--- config.mk ---
export PLATFORM = sky130hd
export DESIGN_NAME = mem_burst_bridge
export DESIGN_NICKNAME = d
export VERILOG_FILES = /design/src/rtl/mem_burst_bridge_pkg.sv /design/src/rtl/mem_burst_bridge.sv
export SDC_FILE = /design/constraint.sdc
export NUM_CORES = 1
export LEC_CHECK = 0
export CAP_MARGIN = 20
export CORE_UTILIZATION = 60
export CTS_CLUSTER_DIAMETER = 150
export DETAILED_ROUTE_END_ITERATION = 8
export DONT_BUFFER_PORTS = 1
export PLACE_DENSITY = 0.87
export SLEW_MARGIN = 40
export SYNTH_ARGS = -nofsm -noshare
export SYNTH_HDL_FRONTEND = slang
export SYNTH_SLANG_ARGS = --single-unit
export TNS_END_PERCENT = 50
--- constraint.sdc ---
create_clock -name clk -period 18.3 [get_ports clk]
set_input_delay 3.66 -clock clk [delete_from_list [all_inputs] [get_ports clk]]
set_output_delay 3.66 -clock clk [all_outputs]
set_load 0.02 [all_outputs]
--- src/rtl/mem_burst_bridge_pkg.sv ---
// Shared definitions for the cache-to-narrow-bus burst bridge.
package mem_burst_bridge_pkg;

  localparam int unsigned DEFAULT_ADDR_W = 28;
  localparam int unsigned DEFAULT_WORD_W = 32;
  localparam int unsigned DEFAULT_BEAT_N = 4;

  localparam int unsigned BLOCK_W   = DEFAULT_WORD_W * DEFAULT_BEAT_N;
  localparam int unsigned BEAT_BITS = $clog2(DEFAULT_BEAT_N);

  typedef enum logic [1:0] {
    StIdle  = 2'd0,
    StBurst = 2'd1,
    StDone  = 2'd2
  } state_e;

endpackage

--- src/rtl/mem_burst_bridge.sv ---
// Splits each cache block read/write into BEAT_N word beats on a narrow memory
// bus and returns completion to the cache with a one-cycle mem_ready pulse.
// Every output comes straight from a register.
module mem_burst_bridge
  import mem_burst_bridge_pkg::*;
#(
  parameter int unsigned ADDR_W = DEFAULT_ADDR_W,
  parameter int unsigned WORD_W = DEFAULT_WORD_W,
  parameter int unsigned BEAT_N = DEFAULT_BEAT_N
) (
  input  logic                                clk,
  input  logic                                proc_reset,
  input  logic                                mem_read,
  input  logic                                mem_write,
  input  logic [ADDR_W-1:0]                   mem_addr,
  input  logic [WORD_W*BEAT_N-1:0]            mem_wdata,
  output logic [WORD_W*BEAT_N-1:0]            mem_rdata,
  output logic                                mem_ready,
  output logic                                bus_req,
  output logic                                bus_we,
  output logic [ADDR_W+$clog2(BEAT_N)-1:0]    bus_addr,
  output logic [WORD_W-1:0]                   bus_wdata,
  input  logic [WORD_W-1:0]                   bus_rdata,
  input  logic                                bus_ack
);

  localparam int unsigned BlockW   = WORD_W * BEAT_N;
  localparam int unsigned BeatBits = $clog2(BEAT_N);
  localparam logic [BeatBits-1:0] LastBeat = BeatBits'(BEAT_N - 1);

  state_e                       state_q, state_d;
  logic [BeatBits-1:0]          beat_q, beat_d;
  logic [ADDR_W-1:0]            addr_q, addr_d;
  logic [WORD_W-1:0]            data_q [BEAT_N];
  logic [WORD_W-1:0]            data_d [BEAT_N];
  logic                         we_q, we_d;
  logic                         req_q, req_d;
  logic                         ready_q, ready_d;
  logic [BlockW-1:0]            rdata_q, rdata_d;
  logic [ADDR_W+BeatBits-1:0]   baddr_q, baddr_d;
  logic [WORD_W-1:0]            bwdata_q, bwdata_d;
  logic [BeatBits-1:0]          beat_nxt;

  assign beat_nxt = beat_q + 1'b1;

  // Next-state and registered-output computation for the burst FSM.
  always_comb begin
    state_d  = state_q;
    beat_d   = beat_q;
    addr_d   = addr_q;
    data_d   = data_q;
    we_d     = we_q;
    req_d    = req_q;
    ready_d  = 1'b0;
    rdata_d  = rdata_q;
    baddr_d  = baddr_q;
    bwdata_d = bwdata_q;
    unique case (state_q)
      StIdle: begin
        // Write has priority when both requests are raised together.
        if (mem_write) begin
          for (int k = 0; k < BEAT_N; k++) begin
            data_d[k] = mem_wdata[k*WORD_W +: WORD_W];
          end
          addr_d   = mem_addr;
          we_d     = 1'b1;
          req_d    = 1'b1;
          beat_d   = '0;
          baddr_d  = {mem_addr, {BeatBits{1'b0}}};
          bwdata_d = mem_wdata[WORD_W-1:0];
          state_d  = StBurst;
        end else if (mem_read) begin
          addr_d   = mem_addr;
          we_d     = 1'b0;
          req_d    = 1'b1;
          beat_d   = '0;
          baddr_d  = {mem_addr, {BeatBits{1'b0}}};
          bwdata_d = '0;
          state_d  = StBurst;
        end
      end
      StBurst: begin
        if (bus_ack) begin
          if (!we_q) begin
            data_d[beat_q] = bus_rdata;
          end
          if (beat_q == LastBeat) begin
            req_d   = 1'b0;
            beat_d  = '0;
            ready_d = 1'b1;
            state_d = StDone;
            // Reads publish the assembled block; writes leave mem_rdata alone.
            if (!we_q) begin
              for (int k = 0; k < BEAT_N; k++) begin
                rdata_d[k*WORD_W +: WORD_W] = data_d[k];
              end
            end
          end else begin
            beat_d  = beat_nxt;
            baddr_d = {addr_q, beat_nxt};
            if (we_q) begin
              bwdata_d = data_q[beat_nxt];
            end
          end
        end
      end
      StDone: begin
        state_d = StIdle;
      end
      default: begin
        state_d = StIdle;
      end
    endcase
  end

  // State and output registers; reset abandons any burst in flight.
  always_ff @(posedge clk or posedge proc_reset) begin
    if (proc_reset) begin
      state_q  <= StIdle;
      beat_q   <= '0;
      addr_q   <= '0;
      for (int k = 0; k < BEAT_N; k++) begin
        data_q[k] <= '0;
      end
      we_q     <= 1'b0;
      req_q    <= 1'b0;
      ready_q  <= 1'b0;
      rdata_q  <= '0;
      baddr_q  <= '0;
      bwdata_q <= '0;
    end else begin
      state_q  <= state_d;
      beat_q   <= beat_d;
      addr_q   <= addr_d;
      data_q   <= data_d;
      we_q     <= we_d;
      req_q    <= req_d;
      ready_q  <= ready_d;
      rdata_q  <= rdata_d;
      baddr_q  <= baddr_d;
      bwdata_q <= bwdata_d;
    end
  end

  assign mem_rdata = rdata_q;
  assign mem_ready = ready_q;
  assign bus_req   = req_q;
  assign bus_we    = we_q;
  assign bus_addr  = baddr_q;
  assign bus_wdata = bwdata_q;

endmodule

==> results of run 1 <==
[registers in the layout (all words and copies together) (netlist names)]
register	count
mem_ready	1
data_q	128
bus_req	1
bus_wdata	32
mem_rdata	128
bus_we	1
addr_q	28
beat_q	2
bus_addr	30
state_q	2
[stage by stage]
| step | setup slack (ns) | utilization | power, mW | std cells |
|---|---|---|---|---|
| 2_1_floorplan | 4.848 | - | 3.134 | 1327 |
| 3_3_place_gp | 12.60 | 0.6088 | 3.409 | 1613 |
| 3_5_place_dp | 12.50 | 0.6136 | 3.526 | 1620 |
| 4_1_cts | 13.01 | 0.6585 | 4.346 | 1688 |
| 5_1_grt | 13.12 | 0.6603 | 4.549 | 1691 |
| 6_report | 13.22 | 0.6603 | 4.362 | 1691 |
[routing by layer]
layer	wire, um	global-route usage	share of wire
met5	11	0	0.00022
met1	19060	0.3956	0.38
met3	4834	0.09130	0.097
met2	23460	0.5117	0.47
met4	2525	0.1678	0.051
[cells in the mapped netlist (all sizes together)]
| master | number |
|---|---|
| a2111o | 1 |
| a2111oi | 1 |
| a211oi | 4 |
| a21oi | 1 |
| a22o | 1 |
| a22oi | 31 |
| a2bb2oi | 128 |
| a32oi | 32 |
| and3 | 2 |
| and3b | 1 |
| buf | 92 |
| clkbuf | 35 |
| dfrtp | 353 |
| ha | 5 |
| inv | 40 |
| mux2 | 405 |
| mux2i | 2 |
| nand2 | 37 |
| nand2b | 6 |
| nand3b | 1 |
| nand4bb | 4 |
| nor2 | 2 |
| nor2b | 5 |
| nor3 | 3 |
| nor3b | 1 |
| o21ai | 2 |
| o21bai | 1 |
| o22ai | 130 |
| or4b | 1 |
[worst register-to-register path, stage by stage (launching register included)]
cell and delay [ns]:
dfrtp_4 0.74, ha_1 0.31, nand2b_1 0.41, a211oi_4 0.85, buf_4 0.62, a2bb2oi_1 0.20
[logic make-up after synthesis]
family,count (synthesis),synth area share
and+or+nand+nor,63,0.01970
AOI/OAI and AO/OA,332,0.1841
DFF,353,0.4863
adders and majority gates,5,0.003444
muxes,407,0.2529
buffers and inverters,167,0.05359
[where the power goes]
group	leakage, nW	total, mW	switching, mW	internal [mW]
clock network	0.654	0.808	0.313	0.495
registers	4.11	1.78	0.613	1.17
logic	3.07	1.77	0.810	0.960
total	7.84	4.36	1.74	2.63
[placed cells by master, fill, tap and decap left out, drive strengths merged, types with 30 or more instances in the layout]
cell     synthesis  routed
inv             40      40
a2bb2oi        128     128
dfrtp          353     353
a22oi           31      31
clkbuf          35      59
mux2           405     405
a32oi           32      32
nand2           37      37
o22ai          130     130
buf             92      30
[layout make-up]
| type | instances | area share |
|---|---|---|
| well taps | 390 | 0.02487 |
| clock buffers | 58 | 0.06115 |
| repair buffers | 31 | 0.01798 |
| multi-input cells | 807 | 0.4301 |
| flip-flops and latches | 353 | 0.4505 |
| inverters | 40 | 0.008290 |
| diodes | 2 | 0.0002551 |
| clock inverters | 10 | 0.006823 |
[worst paths after layout]
kind | startpoint | endpoint | depth (start not counted)
worst min register to register | addr_q[22] | addr_q[22] | 1
worst max register to register | beat_q[0] | data_q[94] | 5
min in group asynchronous | proc_reset | addr_q[2] | 1
worst max-delay path | bus_ack | mem_rdata[46] | 5
worst min-delay path | addr_q[22] | addr_q[22] | 1
max in group asynchronous | proc_reset | data_q[101] | 2
==> results.py, run 1 <==
metrics = {
    "die": {
        "fp-row-count": 63,
        "die_w_um": 176.0,
        "pin_count": 386,
        "initial_utilization": 0.6112,
        "die_area_mm2": 0.03097,
        "core-area_mm2": 0.02972,
        "die_h_um": 176.0,
    },
    "logic_synthesis": {
        "ys_warn_count": 0,
        "yosys.area.top_type": "dfrtp_1",
        "ys_seq_elements": 353,
        "synthTopCellsByArea": "dfrtp_1 (49%), mux2_2 (25%), a2bb2oi_2 (9.9%)",
        "syn_area_mm2": 0.01816,
        "synth_top_cell_area_share": 0.4863,
        "synth.avg_cell_area_um2": 13.69,
        "seq_area_frac_synth": 0.4863,
        "ys_types": 41,
        "syn_nets": 1525,
        "syn-instance-count": 1327,
    },
    "clocking": {
        "htreeDepth": 2,
        "postCtsHoldBufs": 0,
        "clk_latency_ns": 0.53,
        "cts_sinks": 353,
        "cts_buffer_depth": 3,
        "postCtsSetupBuffers": 0,
        "cts_tree": "done",
        "clock-root-buffer": "clkbuf_16",
        "numCtsBuffers": 38,
        "cts_resized": 0,
        "clk_pin_slew_ns": 0.06,
    },
    "global_routing": {
        "grt_overflow": 0,
        "grt_pass1_wl_um": 75780,
        "track_usage": 0.3202,
        "grt_max_degree": 139,
        "antenna_found_initial": 3,
        "first_global_vias": 12910,
    },
    "timing": {
        "final-setup-viol-count": 0,
        "max_freq_mhz": 196.8,
        "slew-limit-headroom": 0.3845,
        "rsz0062_at_grt": "false",
        "tightestPinTransition_ns": 0.9233,
        "post-route-min-period_ns": 5.082,
        "hold_slack_ns": 0.4895,
        "skew_ns": 0.01399,
        "hold_viol": 0,
        "drv_slew": 0,
        "finalCritPeriodShare": 0.2777,
        "fin_setup_tns_ns": 0,
    },
    "critical_path": {
        "crit_type": "input port to register",
        "r2r_slack_ns": 15.08,
        "crit_path_end_kind": "register",
        "crit_required_ns": 18.70,
        "arrival_ns": 5.48,
        "crit_path_max_incr_delay_ns": 0.57,
        "crit_family": "buffers and inverters",
        "path_cells": "inv_1 -> nor3_4 -> buf_4 -> buf_6 -> mux2_2",
        "cp_slowest_cell": "buf_6",
        "worst-path-buf-inv": 3,
        "crit_path_start_kind": "input port",
        "path_max_fanout": 63,
    },
    "placed_design": {
        "dpl.hpwl_um": 31780,
        "globalplace.congestion": 0.8049,
        "portBuffers": 0,
        "dpl-instance-area_mm2": 0.01823,
    },
    "cells_and_area": {
        "layout-drive-gt1-share": 0.4927,
        "final_area_mm2": 0.01962,
        "fillers": 2034,
        "syn2layout_area_growth_pct": 8.025,
        "layout.nets": 1469,
        "seq_area_mm2": 0.008840,
        "multi_input_area_mm2": 0.008439,
    },
    "route": {
        "routed_wl_um": 49890,
        "wl_per_cell_um": 29.50,
        "dr.pass1.iters": 5,
        "vias": 11880,
        "drc_errors": 0,
        "drt_iter0_drc": 1019,
        "drt.antenna.violating_nets": 0,
        "via_per_inst": 7.025,
    },
    "power_and_ir_drop": {
        "p_leak_nw": 7.838,
        "peakVddDrop_v": 0.0001258,
        "power.density_mw_per_mm2": 222.3,
    },
    "flow_run": {
        "maxCapViolations": 0,
    },
    "outcome": {
        "outcome": "finished, final reports clean",
    },
    "min_path": {
        "hold_path.class": "register to register",
    },
}
Note: power is estimated with default switching activity, not from simulation.
==> run 2, diff against run 1 <==
CORE_UTILIZATION = 58   (was 60)
clock period = 4.1 ns   (was 18.3 ns; I/O delays follow)
==> results.py, run 2 (synthesized netlist as in run 1, its figures left out) <==
metrics = {
    "outcome": {
        "outcome": "finished, final reports clean",
    },
    "critical_path": {
        "crit_type": "register to register",
        "path_cells": "inv_1 -> ha_1 -> nor2b_4 -> buf_4 -> mux2_2 -> mux2_1",
        "crit_path_start_kind": "register",
        "arrival_ns": 3.29,
        "crit_path_end_kind": "register",
        "path_max_fanout": 28,
        "crit_path_max_incr_delay_ns": 0.66,
        "cp_slowest_cell": "dfrtp_4",
        "crit_required_ns": 4.51,
    },
    "clocking": {
        "postCtsHoldBufs": 0,
        "clk_latency_ns": 0.53,
        "cts_resized": 0,
        "cts_sinks": 353,
        "cts_tree": "done",
        "htreeDepth": 2,
        "clock-root-buffer": "clkbuf_16",
        "clk_pin_slew_ns": 0.06,
        "postCtsSetupBuffers": 0,
        "numCtsBuffers": 39,
        "cts_buffer_depth": 3,
    },
    "timing": {
        "slew-limit-headroom": 0.4384,
        "tightestPinTransition_ns": 0.8424,
        "final-setup-viol-count": 0,
        "hold_viol": 0,
        "rsz0062_at_grt": "false",
        "max_freq_mhz": 346.9,
        "setup_ws_ns": 1.217,
        "skew_ns": 0.02177,
        "drv_slew": 0,
        "fin_setup_tns_ns": 0,
        "post-route-min-period_ns": 2.883,
        "finalCritPeriodShare": 0.7032,
    },
    "placed_design": {
        "dp_cells": 1637,
        "dp_slack_ns": 1.244,
        "globalplace.congestion": 0.8429,
        "portBuffers": 0,
        "dpl.hpwl_um": 32910,
    },
    "route": {
        "drt.antenna.violating_nets": 0,
        "routed_wl_um": 50570,
        "drt_iter0_drc": 998,
        "drc_errors": 0,
        "via_per_inst": 7.006,
        "vias": 11940,
        "dr.pass1.iters": 5,
        "wl_per_cell_um": 29.68,
    },
    "die": {
        "die_h_um": 179.0,
        "die_w_um": 179.0,
        "fp-row-count": 64,
        "initial_utilization": 0.5922,
        "core-area_mm2": 0.03067,
        "die_area_mm2": 0.03203,
        "pin_count": 386,
    },
    "power_and_ir_drop": {
        "power.density_mw_per_mm2": 988.7,
        "total_power_mw": 19.47,
        "peakVddDrop_v": 0.0005027,
        "p_leak_nw": 7.892,
    },
    "cells_and_area": {
        "fillers": 2171,
        "instances_no_fill": 1704,
        "final_common_cell": "mux2_2",
        "fin_util": 0.6420,
        "layout.nets": 1480,
        "syn2layout_area_growth_pct": 8.404,
        "final_cell_mix": "mux2_2 (397), dfrtp_1 (351), o22ai_1 (130)",
        "layout-drive-gt1-share": 0.4966,
    },
    "global_routing": {
        "antenna_found_initial": 1,
        "grt_overflow": 0,
        "grt_max_degree": 120,
        "first_global_vias": 12690,
        "track_usage": 0.3135,
        "grt_pass1_wl_um": 76000,
    },
    "flow_run": {
        "maxCapViolations": 0,
    },
    "min_path": {
        "hold_path.class": "input port to asynchronous set/reset pin",
    },
}
-- run 2: final timing paths --
path	cells after the start	from	slack [ns]	end
worst max-delay path	6	beat_q[0]	1.22	mem_rdata[70]
worst min-delay path	1	proc_reset	0.17	data_q[90]
worst max register to register	6	beat_q[0]	1.22	mem_rdata[70]
worst min register to register	1	addr_q[25]	0.49	addr_q[25]
max in group asynchronous	3	proc_reset	2.92	mem_rdata[49]
min in group clk	1	mem_addr[22]	0.44	addr_q[22]
-- run 2: layout make-up --
class                           instances  area (um2)  share of cell area
Clock buffer                           57        1206             0.06126
Sequential cell                       353        8838              0.4489
Inverter                               40       153.9            0.007816
Multi-Input combinational cell        807        8451              0.4292
Clock inverter                          9       102.6            0.005211
Tap cell                              396       495.5             0.02516
Timing Repair Buffer                   41       440.4             0.02237
Antenna cell                            1       2.502           0.0001271
-- run 2: routing by layer --
layer / track usage / wire length (um)
met4: 0.1345 / 1974
met3: 0.1020 / 5656
met2: 0.4908 / 23580
met1: 0.3972 / 19360
met5: 0 / 0
-- run 2: critical path, delay by kind of cell (launching register included) --
family,cells,cell delay (ns)
flops,1,0.66
fa+ha+maj,1,0.23
simple gates,1,0.55
buf+inv,2,0.66
mux,2,0.65
-- run 2: stage by stage --
step                      cell area, um2  hold slack, ns
after floorplan                    18170          0.4585
final                              19690          0.1748
after CTS                          19680          0.1719
after global routing               19690          0.1788
after global placement             18230          0.4704
after detailed placement           18370          0.4774
-- run 2: power breakdown --
part	internal (mW)	total, mW	switching, mW
clock	2.16	3.55	1.40
combinational	4.32	7.99	3.67
sequential	5.23	7.92	2.69
